[src/rtl/mlp_loop_seq.sv]
// Loop sequencer for an MLP layer-1 pass: walks byte group Q, neuron N and image I.
// After each neuron's last fetch it parks in WAIT until the accumulator reports the sum.
module mlp_loop_seq #(
    parameter int NUM_IMG    = 10,
    parameter int NUM_NEURON = 200,
    parameter int NUM_Q      = 8
) (
    input  logic       clk,
    input  logic       rst,
    input  logic       start,
    input  logic       abort,
    input  logic       stall,
    input  logic       adder_ready,
    output logic [3:0] Q,
    output logic [7:0] N,
    output logic [3:0] I,
    output logic       fetch_valid,
    output logic       busy,
    output logic       img_done,
    output logic       done,
    output logic       seq_err,
    output logic [1:0] state_dbg
);

    // Handshake: fetch_valid=1 means Q/N/I name a fetch this cycle; stall acts as an
    // inverted ready, so the indices advance only on a cycle with fetch_valid=1 and stall=0.
    typedef enum logic [1:0] {
        S_IDLE = 2'd0,
        S_RUN  = 2'd1,
        S_WAIT = 2'd2,
        S_FIN  = 2'd3
    } state_t;

    localparam logic [3:0] Q_LAST = 4'(NUM_Q);
    localparam logic [7:0] N_LAST = 8'(NUM_NEURON);
    localparam logic [3:0] I_LAST = 4'(NUM_IMG);

    state_t     state;
    state_t     state_nxt;
    logic [3:0] q_nxt;
    logic [7:0] n_nxt;
    logic [3:0] i_nxt;
    logic       fetch_valid_nxt;
    logic       busy_nxt;
    logic       img_done_nxt;
    logic       done_nxt;
    logic       seq_err_nxt;

    assign state_dbg = state;

    always_ff @(posedge clk) begin
        if (rst) begin
            state       <= S_IDLE;
            Q           <= 4'd0;
            N           <= 8'd0;
            I           <= 4'd0;
            fetch_valid <= 1'b0;
            busy        <= 1'b0;
            img_done    <= 1'b0;
            done        <= 1'b0;
            seq_err     <= 1'b0;
        end else begin
            state       <= state_nxt;
            Q           <= q_nxt;
            N           <= n_nxt;
            I           <= i_nxt;
            fetch_valid <= fetch_valid_nxt;
            busy        <= busy_nxt;
            img_done    <= img_done_nxt;
            done        <= done_nxt;
            seq_err     <= seq_err_nxt;
        end
    end

    always_comb begin
        state_nxt = state;
        case (state)
            S_IDLE: begin
                if (start) state_nxt = S_RUN;
            end
            S_RUN: begin
                if (abort)                        state_nxt = S_FIN;
                else if (!stall && Q >= Q_LAST)   state_nxt = S_WAIT;
            end
            S_WAIT: begin
                if (abort) begin
                    state_nxt = S_FIN;
                end else if (adder_ready) begin
                    if (N >= N_LAST && I >= I_LAST) state_nxt = S_FIN;
                    else                            state_nxt = S_RUN;
                end
            end
            S_FIN:   state_nxt = S_IDLE;
            default: state_nxt = S_IDLE;
        endcase
    end

    always_comb begin
        q_nxt        = Q;
        n_nxt        = N;
        i_nxt        = I;
        img_done_nxt = 1'b0;
        done_nxt     = 1'b0;
        seq_err_nxt  = seq_err;
        case (state)
            S_IDLE: begin
                if (start) begin
                    q_nxt       = 4'd1;
                    n_nxt       = 8'd1;
                    i_nxt       = 4'd1;
                    seq_err_nxt = 1'b0;
                end
            end
            S_RUN: begin
                if (abort) begin
                    q_nxt    = 4'd0;
                    done_nxt = 1'b1;
                end else if (!stall && Q < Q_LAST) begin
                    q_nxt = Q + 4'd1;
                end
            end
            S_WAIT: begin
                if (abort) begin
                    q_nxt    = 4'd0;
                    done_nxt = 1'b1;
                end else if (adder_ready) begin
                    if (N < N_LAST) begin
                        n_nxt = N + 8'd1;
                        q_nxt = 4'd1;
                    end else if (I < I_LAST) begin
                        i_nxt        = I + 4'd1;
                        n_nxt        = 8'd1;
                        q_nxt        = 4'd1;
                        img_done_nxt = 1'b1;
                    end else begin
                        q_nxt        = 4'd0;
                        img_done_nxt = 1'b1;
                        done_nxt     = 1'b1;
                    end
                end
            end
            S_FIN: begin
                q_nxt = 4'd0;
                n_nxt = 8'd0;
                i_nxt = 4'd0;
            end
            default: begin
                q_nxt = 4'd0;
                n_nxt = 8'd0;
                i_nxt = 4'd0;
            end
        endcase
        // A sum report is only meaningful while parked in WAIT; anywhere else it is a protocol error.
        if (adder_ready && state != S_WAIT) seq_err_nxt = 1'b1;
        fetch_valid_nxt = (state_nxt == S_RUN);
        busy_nxt        = (state_nxt == S_RUN) || (state_nxt == S_WAIT);
    end

endmodule
[config.mk]
export PLATFORM = sky130hd
export DESIGN_NAME = mlp_loop_seq
export DESIGN_NICKNAME = d
export VERILOG_FILES = /design/src/rtl/mlp_loop_seq.sv
export SDC_FILE = /design/constraint.sdc
export NUM_CORES = 1
export LEC_CHECK = 0
export ABC_CLOCK_PERIOD_IN_PS = 3900
export CORE_UTILIZATION = 46
export DETAILED_ROUTE_END_ITERATION = 8
export PLACE_DENSITY = 0.74
export SLEW_MARGIN = 20
export SYNTH_ARGS = -nofsm -noshare
export SYNTH_HDL_FRONTEND = slang
export SYNTH_SLANG_ARGS = --single-unit
[constraint.sdc]
create_clock -name clk -period 3.9 [get_ports clk]
set_input_delay 0.39 -clock clk [delete_from_list [all_inputs] [get_ports clk]]
set_output_delay 0.39 -clock clk [all_outputs]
set_load 0.1 [all_outputs]
==> flow_metrics.tcl <==
set metrics [dict create \
    synth_edf_count 0 \
    drive_above_1_share_pct 2.65 \
    min-delay-start "seq_err$_SDFFE_PP0P_" \
    path_cells "ha_1 > inv_1 > nor3_1 > or4_1 > a21oi_1" \
    p_leak_nw 0.579 \
    synth_top_cell_by_area "dfxtp_1" \
    track_usage_pct 20.6 \
    holdBufCountCts 0 \
    synthToLayoutAreaGrowth_pct 24.1 \
    reg2regPathDepth 5 \
    layout_worst_path_cycle_share_pct 61.5 \
    viasPerCell 5.99 \
    start_kind "flop" \
    final_common_cell "clkdlybuf4s50_1" \
    fp.dieW_um 55.9 \
    start_util_pct 48.5 \
    crit_type "reg -> reg" \
    placed_area_um2 1630 \
    rsz0062_at_grt "false" \
    rrSetupSlack_ns 1.50 \
    cp.required_ns 4.08 \
    mostFrequentLayoutCells "clkdlybuf4s50_1, dfxtp_1, a21oi_1" \
    overflow 0 \
    wl_per_cell_um 14.1 \
    synthesis.nets 179 \
    ys_top_cells_by_area "dfxtp_1, ha_1, a21oi_1, nor2_1, inv_1" \
    netlist_instances 161 \
    clk_pin_slew_ns 0.13 \
    post-dp-hpwl_um 2290 \
    synthDistinctLibCells 40 \
    io_buffers 28 \
    synth_area_um2 1340 \
    cts_tree "yes" \
    num_vias 1318 \
    period_minus_slack_ns 2.40 \
    tightest_slew_ns 1.00 \
    clock_path_buffers 2 \
    cts_root_buf "clkbuf_4" \
    wl_um 3110 \
    io_pins 29 \
    maxCapViolCount 0 \
    post_cts_buffers 0 \
    status "complete, no violations" \
    hold_viol 0 \
    first_global_vias 1110 \
    diodes 0 \
    final_cell_count_no_fill 220 \
    setup_viol_count_final 0 \
    p_per_area_nw_per_um2 534 \
    synthArstFlopShare_pct 0 \
    reg2reg_to "N[3]$_SDFFE_PP0P_" \
    dieArea_um2 3130 \
    ys_seq_elements 23 \
    worst_hold_path_type "reg -> reg" \
    place_congestion 0.849 \
    ys_seq_area_share_pct 34.4 \
    final_cell_area_um2 1660 \
    drc 0 \
    num-nets-final 208 \
    reg2reg_from "state_dbg[1]$_SDFF_PP0_" \
    yosysWarnings 0 \
    clock.fmax_mhz 417 \
    drv_slew 0 \
    htree_levels 1 \
    cp_slowest_cell "nor3_1" \
    synth.avg_cell_area_um2 8.31 \
    setup_tns_ns 0 \
    grt_start_max_net_pins 19 \
    die-height_um 55.9 \
    antenna_found_initial 0 \
    vdd_drop_max_v 0.000440 \
    fp.coreArea_um2 2760 \
    arrival_ns 2.58 \
    drt-initial-drc-count 70 \
    cp-end-kind "flop" \
    cts_buffers 3 \
    dp.cells 216 \
    finClkSkew_ns 0.0104 \
    route.antenna.remaining_nets 0 \
    rows 19 \
    clock_latency_ns 0.32 \
    clock_sinks 23 \
    synth-main-ff-cell "dfxtp_1" \
    grt_pass1_wl_um 5160 \
    cpPeakStageDelay_ns 0.85 \
    cp_max_fo 12 \
    synth_top_area_share_pct 34.4 \
    slew_headroom_pct 32.7 \
    min_path_cells 2 \
    dr.pass1.iters 4 \
    cts_resized 0 \
    hold-path-endpoint "seq_err$_SDFFE_PP0P_" \
]
## kinds of logic (layout without fill, tap and decap cells)
family	count (synthesis)	after routing	synth area share, %
AOI/OAI and AO/OA	50	50	25.4
adders and majority gates	12	12	11.2
buffers and inverters	16	44	5.05
DFF	23	23	34.4
muxes	1	1	0.748
and+or+nand+nor	59	59	23.1
## power by group
group	leakage [nW]	internal (W)	switching [W]
combinational	0.377	0.000125	0.000357
sequential	0.187	0.000264	0.0000300
clock	0.0150	0.0000400	0.0000701
## registers in the layout (all words and copies together), names as in the netlist, 2 cells and up
| signal | flops |
|---|---|
| N | 8 |
| Q | 4 |
| I | 4 |
| state_dbg | 2 |
## through the flow
stage	utilization (%)	worst slack (ns)	hold WS, ns	total power (W)
finish	60.2	1.50	0.526	0.000887
global route	60.2	1.23	0.546	0.000938
CTS	60.2	1.51	0.526	0.000890
detailed placement	59.3	1.50	0.494	0.000780
global placement	59.3	1.57	0.489	0.000772
floorplan	-	1.21	0.478	0.000673
## synthesized netlist by cell type, types with 2 or more instances
| cell type | n |
|---|---|
| nor2b_1 | 4 |
| or4_1 | 4 |
| o31ai_1 | 6 |
| a31oi_1 | 3 |
| o21a_1 | 2 |
| nand4_1 | 2 |
| clkbuf_1 | 3 |
| nand4b_1 | 2 |
| inv_1 | 12 |
| o21ai_0 | 8 |
| a211oi_1 | 3 |
| nand3_1 | 6 |
| nand2_1 | 9 |
| nor2_1 | 13 |
| a21oi_1 | 14 |
| dfxtp_1 | 23 |
| ha_1 | 12 |
| nand2b_1 | 6 |
| nor3_1 | 8 |
## how the worst max path moves through the flow
stage                                        from                 to  slack, ns  depth (start not counted)
after global routing      state_dbg[1]$_SDFF_PP0_  N[5]$_SDFFE_PP0P_       1.23                          5
after CTS                       N[5]$_SDFFE_PP0P_               N[5]       1.51                          1
after detailed placement                    abort  N[6]$_SDFFE_PP0P_       1.50                          5
final                     state_dbg[1]$_SDFF_PP0_  N[3]$_SDFFE_PP0P_       1.50                          5
after floorplan           state_dbg[0]$_SDFF_PP0_  N[3]$_SDFFE_PP0P_       1.21                          6
after global placement                      abort  N[6]$_SDFFE_PP0P_       1.57                          5
## per-layer routing
| layer | wire length (µm) | track usage, % |
|---|---|---|
| met5 | 0 | 0 |
| met4 | 17 | 4.18 |
| met3 | 157 | 5.12 |
| met2 | 1450 | 31.7 |
| met1 | 1480 | 29.5 |
## cell type report
class,count,area (µm²)
inverter,12,45.0
clock buffer,4,26.3
timing repair buffer,28,280
fill,247,1100
multi-input combinational,122,810
sequential,23,460
tap,31,38.8
## worst max-delay path: cells and delay by family (launching register included)
kind,cells,cell delay [ns]
AOI/OAI and AO/OA,1,0.06
adders and majority gates,1,0.46
buffers and inverters,1,0.20
DFF,1,0.47
and+or+nand+nor,2,1.07
Note: power is estimated with default switching activity, not from simulation.
